$ cat src/rtl/bus_arbiter.sv
// Round-robin owner selection and drive-enable generation for a shared 3-state bus.
// Build option BUS_CAPTURE_EN adds cap_data/cap_valid, a register of dbus taken whenever bus_valid is high.
module bus_arbiter #(
  parameter int N        = 4,
  parameter int width    = 4,
  parameter int MAX_HOLD = 8,
  parameter int TURN_CYC = 1,
  localparam int IDW     = (N > 1) ? $clog2(N) : 1
) (
  input  logic             clk,
  input  logic             rst_n,
  input  logic [N-1:0]     req,
  input  logic [width-1:0] dbus,
  output logic [N-1:0]     en,
  output logic [IDW-1:0]   grant_id,
  output logic             busy,
  output logic             bus_valid
`ifdef BUS_CAPTURE_EN
  ,
  output logic [width-1:0] cap_data,
  output logic             cap_valid
`endif
);

  localparam int HW = $clog2(MAX_HOLD + 1);
  localparam int TW = $clog2(TURN_CYC + 1);

  localparam logic [HW-1:0] HOLD_LAST = HW'(MAX_HOLD - 1);
  localparam logic [HW-1:0] HOLD_SAT  = HW'(MAX_HOLD);
  localparam logic [TW-1:0] TURN_LAST = TW'(TURN_CYC - 1);

  localparam logic [1:0] IDLE  = 2'd0;
  localparam logic [1:0] GRANT = 2'd1;
  localparam logic [1:0] TURN  = 2'd2;

  logic [1:0]     state_reg, state_next;
  logic [N-1:0]   en_reg, en_next;
  logic [IDW-1:0] grant_reg, grant_next;
  logic [IDW-1:0] last_reg, last_next;
  logic [HW-1:0]  hold_reg, hold_next;
  logic [TW-1:0]  turn_reg, turn_next;

  logic           pick_valid;
  logic [IDW-1:0] pick_idx;
  logic [IDW-1:0] cand;
  logic           owner_req;
  logic           others_req;

  // Scan starts just after the previous owner so it gets the lowest priority.
  always_comb begin
    pick_valid = 1'b0;
    pick_idx   = '0;
    cand       = '0;
    for (int off = 1; off <= N; off++) begin
      cand = IDW'((int'(last_reg) + off) % N);
      if (!pick_valid && req[cand]) begin
        pick_valid = 1'b1;
        pick_idx   = cand;
      end
    end
  end

  assign owner_req  = |(req & en_reg);
  assign others_req = |(req & ~en_reg);

  always_comb begin
    state_next = state_reg;
    en_next    = en_reg;
    grant_next = grant_reg;
    last_next  = last_reg;
    hold_next  = hold_reg;
    turn_next  = turn_reg;
    case (state_reg)
      IDLE: begin
        if (pick_valid) begin
          en_next           = '0;
          en_next[pick_idx] = 1'b1;
          grant_next        = pick_idx;
          last_next         = pick_idx;
          hold_next         = '0;
          state_next        = GRANT;
        end
      end
      GRANT: begin
        if (!owner_req || ((hold_reg >= HOLD_LAST) && others_req)) begin
          en_next    = '0;
          turn_next  = '0;
          state_next = TURN;
        end else if (hold_reg < HOLD_SAT) begin
          hold_next = hold_reg + HW'(1);
        end
      end
      TURN: begin
        if (turn_reg >= TURN_LAST) begin
          if (pick_valid) begin
            en_next           = '0;
            en_next[pick_idx] = 1'b1;
            grant_next        = pick_idx;
            last_next         = pick_idx;
            hold_next         = '0;
            state_next        = GRANT;
          end else begin
            state_next = IDLE;
          end
        end else begin
          turn_next = turn_reg + TW'(1);
        end
      end
      default: begin
        en_next    = '0;
        state_next = IDLE;
      end
    endcase
  end

  // Async reset so a bus owner is cut off without waiting for a clock edge.
  always_ff @(posedge clk or negedge rst_n) begin
    if (!rst_n) begin
      state_reg <= IDLE;
      en_reg    <= '0;
      grant_reg <= '0;
      last_reg  <= IDW'(N - 1);
      hold_reg  <= '0;
      turn_reg  <= '0;
    end else begin
      state_reg <= state_next;
      en_reg    <= en_next;
      grant_reg <= grant_next;
      last_reg  <= last_next;
      hold_reg  <= hold_next;
      turn_reg  <= turn_next;
    end
  end

  assign en        = en_reg;
  assign grant_id  = grant_reg;
  assign busy      = |en_reg;
  // Owner drives from the second edge after en rises, i.e. once hold_cnt has left 0.
  assign bus_valid = (state_reg == GRANT) && (hold_reg != '0);

`ifdef BUS_CAPTURE_EN
  logic [width-1:0] cap_data_reg;
  logic             cap_valid_reg;

  always_ff @(posedge clk or negedge rst_n) begin
    if (!rst_n) begin
      cap_data_reg  <= '0;
      cap_valid_reg <= 1'b0;
    end else if (bus_valid) begin
      cap_data_reg  <= dbus;
      cap_valid_reg <= 1'b1;
    end else begin
      cap_valid_reg <= 1'b0;
    end
  end

  assign cap_data  = cap_data_reg;
  assign cap_valid = cap_valid_reg;
`else
  logic dbus_unused;
  assign dbus_unused = ^dbus;
`endif

endmodule

$ cat config.mk
export PLATFORM = sky130hd
export DESIGN_NAME = bus_arbiter
export DESIGN_NICKNAME = d
export VERILOG_FILES = /design/src/rtl/bus_arbiter.sv
export SDC_FILE = /design/constraint.sdc
export NUM_CORES = 1
export LEC_CHECK = 0
export ABC_CLOCK_PERIOD_IN_PS = 3100
export CORE_MARGIN = 10
export CORE_UTILIZATION = 51
export DETAILED_ROUTE_END_ITERATION = 8
export PLACE_DENSITY = 0.81
export RECOVER_POWER = 100
export SLEW_MARGIN = 20
export SYNTH_ARGS = -nofsm -noshare
export SYNTH_HDL_FRONTEND = slang
export SYNTH_SLANG_ARGS = --single-unit
$ cat constraint.sdc
create_clock -name clk -period 3.1 [get_ports clk]
set_input_delay 0.465 -clock clk [delete_from_list [all_inputs] [get_ports clk]]
set_output_delay 0.465 -clock clk [all_outputs]
set_load 0.05 [all_outputs]
# Word level (Yosys, flattened, before mapping)

Cells that the tools add are included.
Widths: inputs -> output; s select.

Logic and storage cells: 97
Output and inout bits: 8
Register bits after elaboration: 15

Reductions and logical operators: 24
$lt $le $gt $ge: 9
Mux-type cells: 41
Equality and inequality tests: 8
Bitwise logic cells: 3
Add/subtract/negate cells: 6

Operators by type and width:

| operator            | number |
|---|---|
| $mux 4              | 7 |
| $pmux 4 s3          | 2 |
| $mux 2              | 11 |
| $lt 2x3->1 const B  | 5 |
| $mux 1              | 12 |
| $ne 2x2->1 const B  | 6 |
| $reduce_or 4->1     | 3 |
| $and 4x4->4         | 2 |
| $bmux 1 s2          | 4 |
| $pmux 2 s2          | 2 |
| $logic_and 1x1->1   | 6 |
| $pmux 2 s3          | 1 |
| $reduce_and 3->1    | 2 |
| $add 2x1->2 const B | 2 |
| $add 2x2->2 const B | 2 |
| $add 4x1->4 const B | 1 |
| $ge 4x3->1 const B  | 1 |
| $logic_not 1->1     | 4 |
| $lt 4x4->1 const B  | 1 |
| $not 4->4           | 1 |
| $reduce_and 2->1    | 2 |
| $reduce_and 4->1    | 1 |
| $reduce_bool 2->1   | 2 |
| $reduce_bool 4->1   | 1 |
| 10 further kinds    | 10 |

# Logic depth before layout (Yosys ltp)

Depth in word-level cells: 20
Mapped depth: 5
Gate-level depth less buffers: 5

# Least setup slack after synthesis

OpenSTA, ideal clock, no wires.

Kind: reg2out
From: register hold_reg[0]
To: output bus_valid
Arrival: 1.371 ns
Data required time: 2.635 ns
Slack: 1.264 ns
Cell stages (with the launch flop): 4
Path through: dfrtp_1 -> inv_1 -> ha_1 -> a21oi_1

Longest elaborated chain between the ends: 2

RTL lines:

| item                   | line | text |
|---|---|---|
| from (decl)            | 40   | `logic [HW-1:0] hold_reg, hold_next;` |
| from (signal assigned) | 130  | `hold_reg <= hold_next;` |
| $reduce_bool 4->1      | 139  | `assign bus_valid = (state_reg == GRANT) && (hold_reg != '0);` |
| $logic_and 1x1->1      | 139  |  |
| to (decl)              | 17   | `output logic bus_valid` |

Every way passes these cells.

# Worst setup path in the final report

Ends and elaborated chain as after synthesis.

==> results.md <==
- Max-slew violations: 0
- Tot GR Track Use: ~11%
- Pin count of the biggest net entering global routing: 15
- Highest metal layer with signal wires: met4
- Post-Syn Instances: 75
- Detailed placer's ending HPWL: 1333 µm
- Post-cts hold buffer count: 0
- Number of port buffers: 13
- Critical path arrival: 1.96 ns
- Setup-failing EPs final: 0
- Setup crit end kind: output port
- Congestion Overflow GR: 0
- Final #Nets: around 100
- Kind of critical path: reg -> out
- H-tree depth: 1
- CTS Buf Count: 3
- Share of cells above drive strength 1: between 10% and 20%
- Die area: between 0.003 and 0.004 mm²
- # Post-CTS Setup Buffers: 0
- Synthesized area: 793.3 µm²
- Power, Total: about 0.0010 W
- Leakage: 0.4305 nW
- Post-synth cell types: 35
- Clock skew: 0.006215 ns
- Synthesized net count: just under 90
- Outcome: complete, no violations
- Initial DRT Pass Iterations: 4
- IR drop worst, VDD: 678.8 µV
- Vias/cell: 5.766
- Detail Route Antenna Nets: 0
- Root Buffer: clkbuf_4
- CP max FO: 5
- PD cells: 1072 mW/mm²
- DP Cell Count: 103
- Worst Tran Pin Value: about 0.63 ns
- Core Box Area: 0.001489 mm²
- Setup TNS: 0 ns
- DR iter-0 viols: 11
- Ports: 18
- CTS Sinks: 14
- Vias: 617
- Startpoint Class: flip-flop
- Max cap viols: 0
- Number of global-route vias before repair: 681
- Synth top cells by count: dfrtp_1, inv_1, nand2_1
- Yosys top cell area share: 37.85%
- Final GP Congestion: roughly 0.85
- Initial antenna violation count: 0
- Met1 Wirelength: ~770 µm
- Max Clock Freq: about 0.41 GHz
- First-pass GRT wire length: 3056 µm
- Routed wire length: roughly 1700 µm
- CTS-repair resized insts: 0
- Post-synthesis sequential area ratio: 44.48%
- WL/cell: 15.82 µm
- Synth Area per Inst: between 10 and 15 µm²
- Final hold slack: 0.4789 ns
- Tmin final: about 2.4 ns
- Die Y: 59.44 µm
- Skew-Pair Late Insertion Delay: 0.28 ns
- Met2 wire length: roughly 780 µm
- N_diodes: 0
- Initial Util: 53.28%
- Fin. Hold Viols: 0
- Most frequent cell after synthesis: dfrtp_1
- Worst Path Required: between 2 and 3 ns
- Area contributors post-synth: dfrtp_1, dfstp_2, mux2i_1
- Layout Cells excl Fill: 107
- Clk buf depth: 2
- Fin crit share: 78.20%
- Hold Crit Class: reg -> reg
- Met3 WL: ~120 µm
- Clock transition at path regs: ~0.09 ns
- Ys Warns: 0
- Post-synth top flop: dfrtp_1
- DRC errors left: 0
- Row cnt: 14
- TritonCTS clock tree: yes
- Die X: 59.44 µm
- Leading area contributor after synthesis: dfrtp_1
- Count of state elements after synthesis: 14
- Synth async-reset ratio: 100.0%
- Layout area overhead: 20.35%
- Headroom to the max-slew limit: between 50% and 60%
- EDFF count, synth: 0
- RSZ-0062 raised after global routing: false
## worst max-delay path, stage by stage (launching register included)
cell           delay [ns]
dfrtp_1              0.42
inv_1                0.07
ha_1                 0.19
a21oi_1              0.11
dlygate4sd3_1        0.88
## metrics by stage
stage          cell area [µm²]  worst slack [ns]  utilization (%)
3_3_place_gp             935.9            0.9515            62.86
2_1_floorplan            793.3             1.264                -
4_1_cts                  972.2            0.7279            65.29
3_5_place_dp             935.9            0.9041            62.86
6_report                 954.7            0.6759            64.12
5_1_grt                  954.7            0.5162            64.12
## cell type report
| type | count | area (µm²) |
|---|---|---|
| timing repair buffer | 13 | 130.1 |
| tap | 16 | 20.02 |
| inverter | 6 | 22.52 |
| sequential | 14 | 352.8 |
| fill | 119 | 534.3 |
| clock buffer | 4 | 36.28 |
| multi-input combinational | 54 | 392.9 |
## logic make-up after synthesis
family,count (synthesis),synth area share (%)
flops,14,44.48
fa+ha+maj,2,3.154
compound gates,21,23.03
mux,5,6.467
buf+inv,7,3.786
simple gates,26,19.09
## where the power goes
part | total (W) | switching (W) | leakage (nW) | internal, W
Combinational | 0.000563 | 0.000363 | 0.232 | 0.000200
Clock | 0.000132 | 0.0000610 | 0.0210 | 0.0000715
Sequential | 0.000327 | 0.0000667 | 0.178 | 0.000261
## per-layer routing
metal,global-route usage [%],up-vias
met1,12.31,290
met3,4.292,6
met4,4.590,0
li1,-,308
met2,17.53,13
met5,0,-
## final timing paths
| path | slack [ns] | start | depth (start not counted) | to |
|---|---|---|---|---|
| setup / recovery | 0.68 | hold_reg[0] | 4 | bus_valid |
| hold / removal | 0.48 | grant_id[1] | 1 | grant_id[1] |
| setup reg to reg | 1.50 | hold_reg[0] | 5 | hold_reg[1] |
| hold reg to reg | 0.48 | grant_id[1] | 1 | grant_id[1] |
| max in group asynchronous | 2.06 | rst_n | 1 | grant_id[0] |
| min in group asynchronous | 0.63 | rst_n | 1 | state_reg[1] |
## cell usage in the layout (no fill, tap or decap), types with 2 or more instances in the layout
| master | synthesis | layout |
|---|---|---|
| ha_1 | 2 | 2 |
| dlygate4sd3_1 | 0 | 10 |
| nor2_1 | 3 | 4 |
| nor2b_1 | 2 | 2 |
| a21oi_1 | 4 | 6 |
| dfrtp_1 | 12 | 12 |
| mux2i_1 | 4 | 4 |
| dfstp_2 | 2 | 2 |
| nand2_1 | 6 | 6 |
| clkdlybuf4s50_1 | 0 | 3 |
| o32ai_1 | 3 | 3 |
| a21o_1 | 2 | 2 |
| clkbuf_4 | 0 | 3 |
| inv_1 | 6 | 6 |
| o21a_1 | 2 | 2 |
| nand2b_1 | 5 | 5 |
Power figures use the tool's default switching activity.
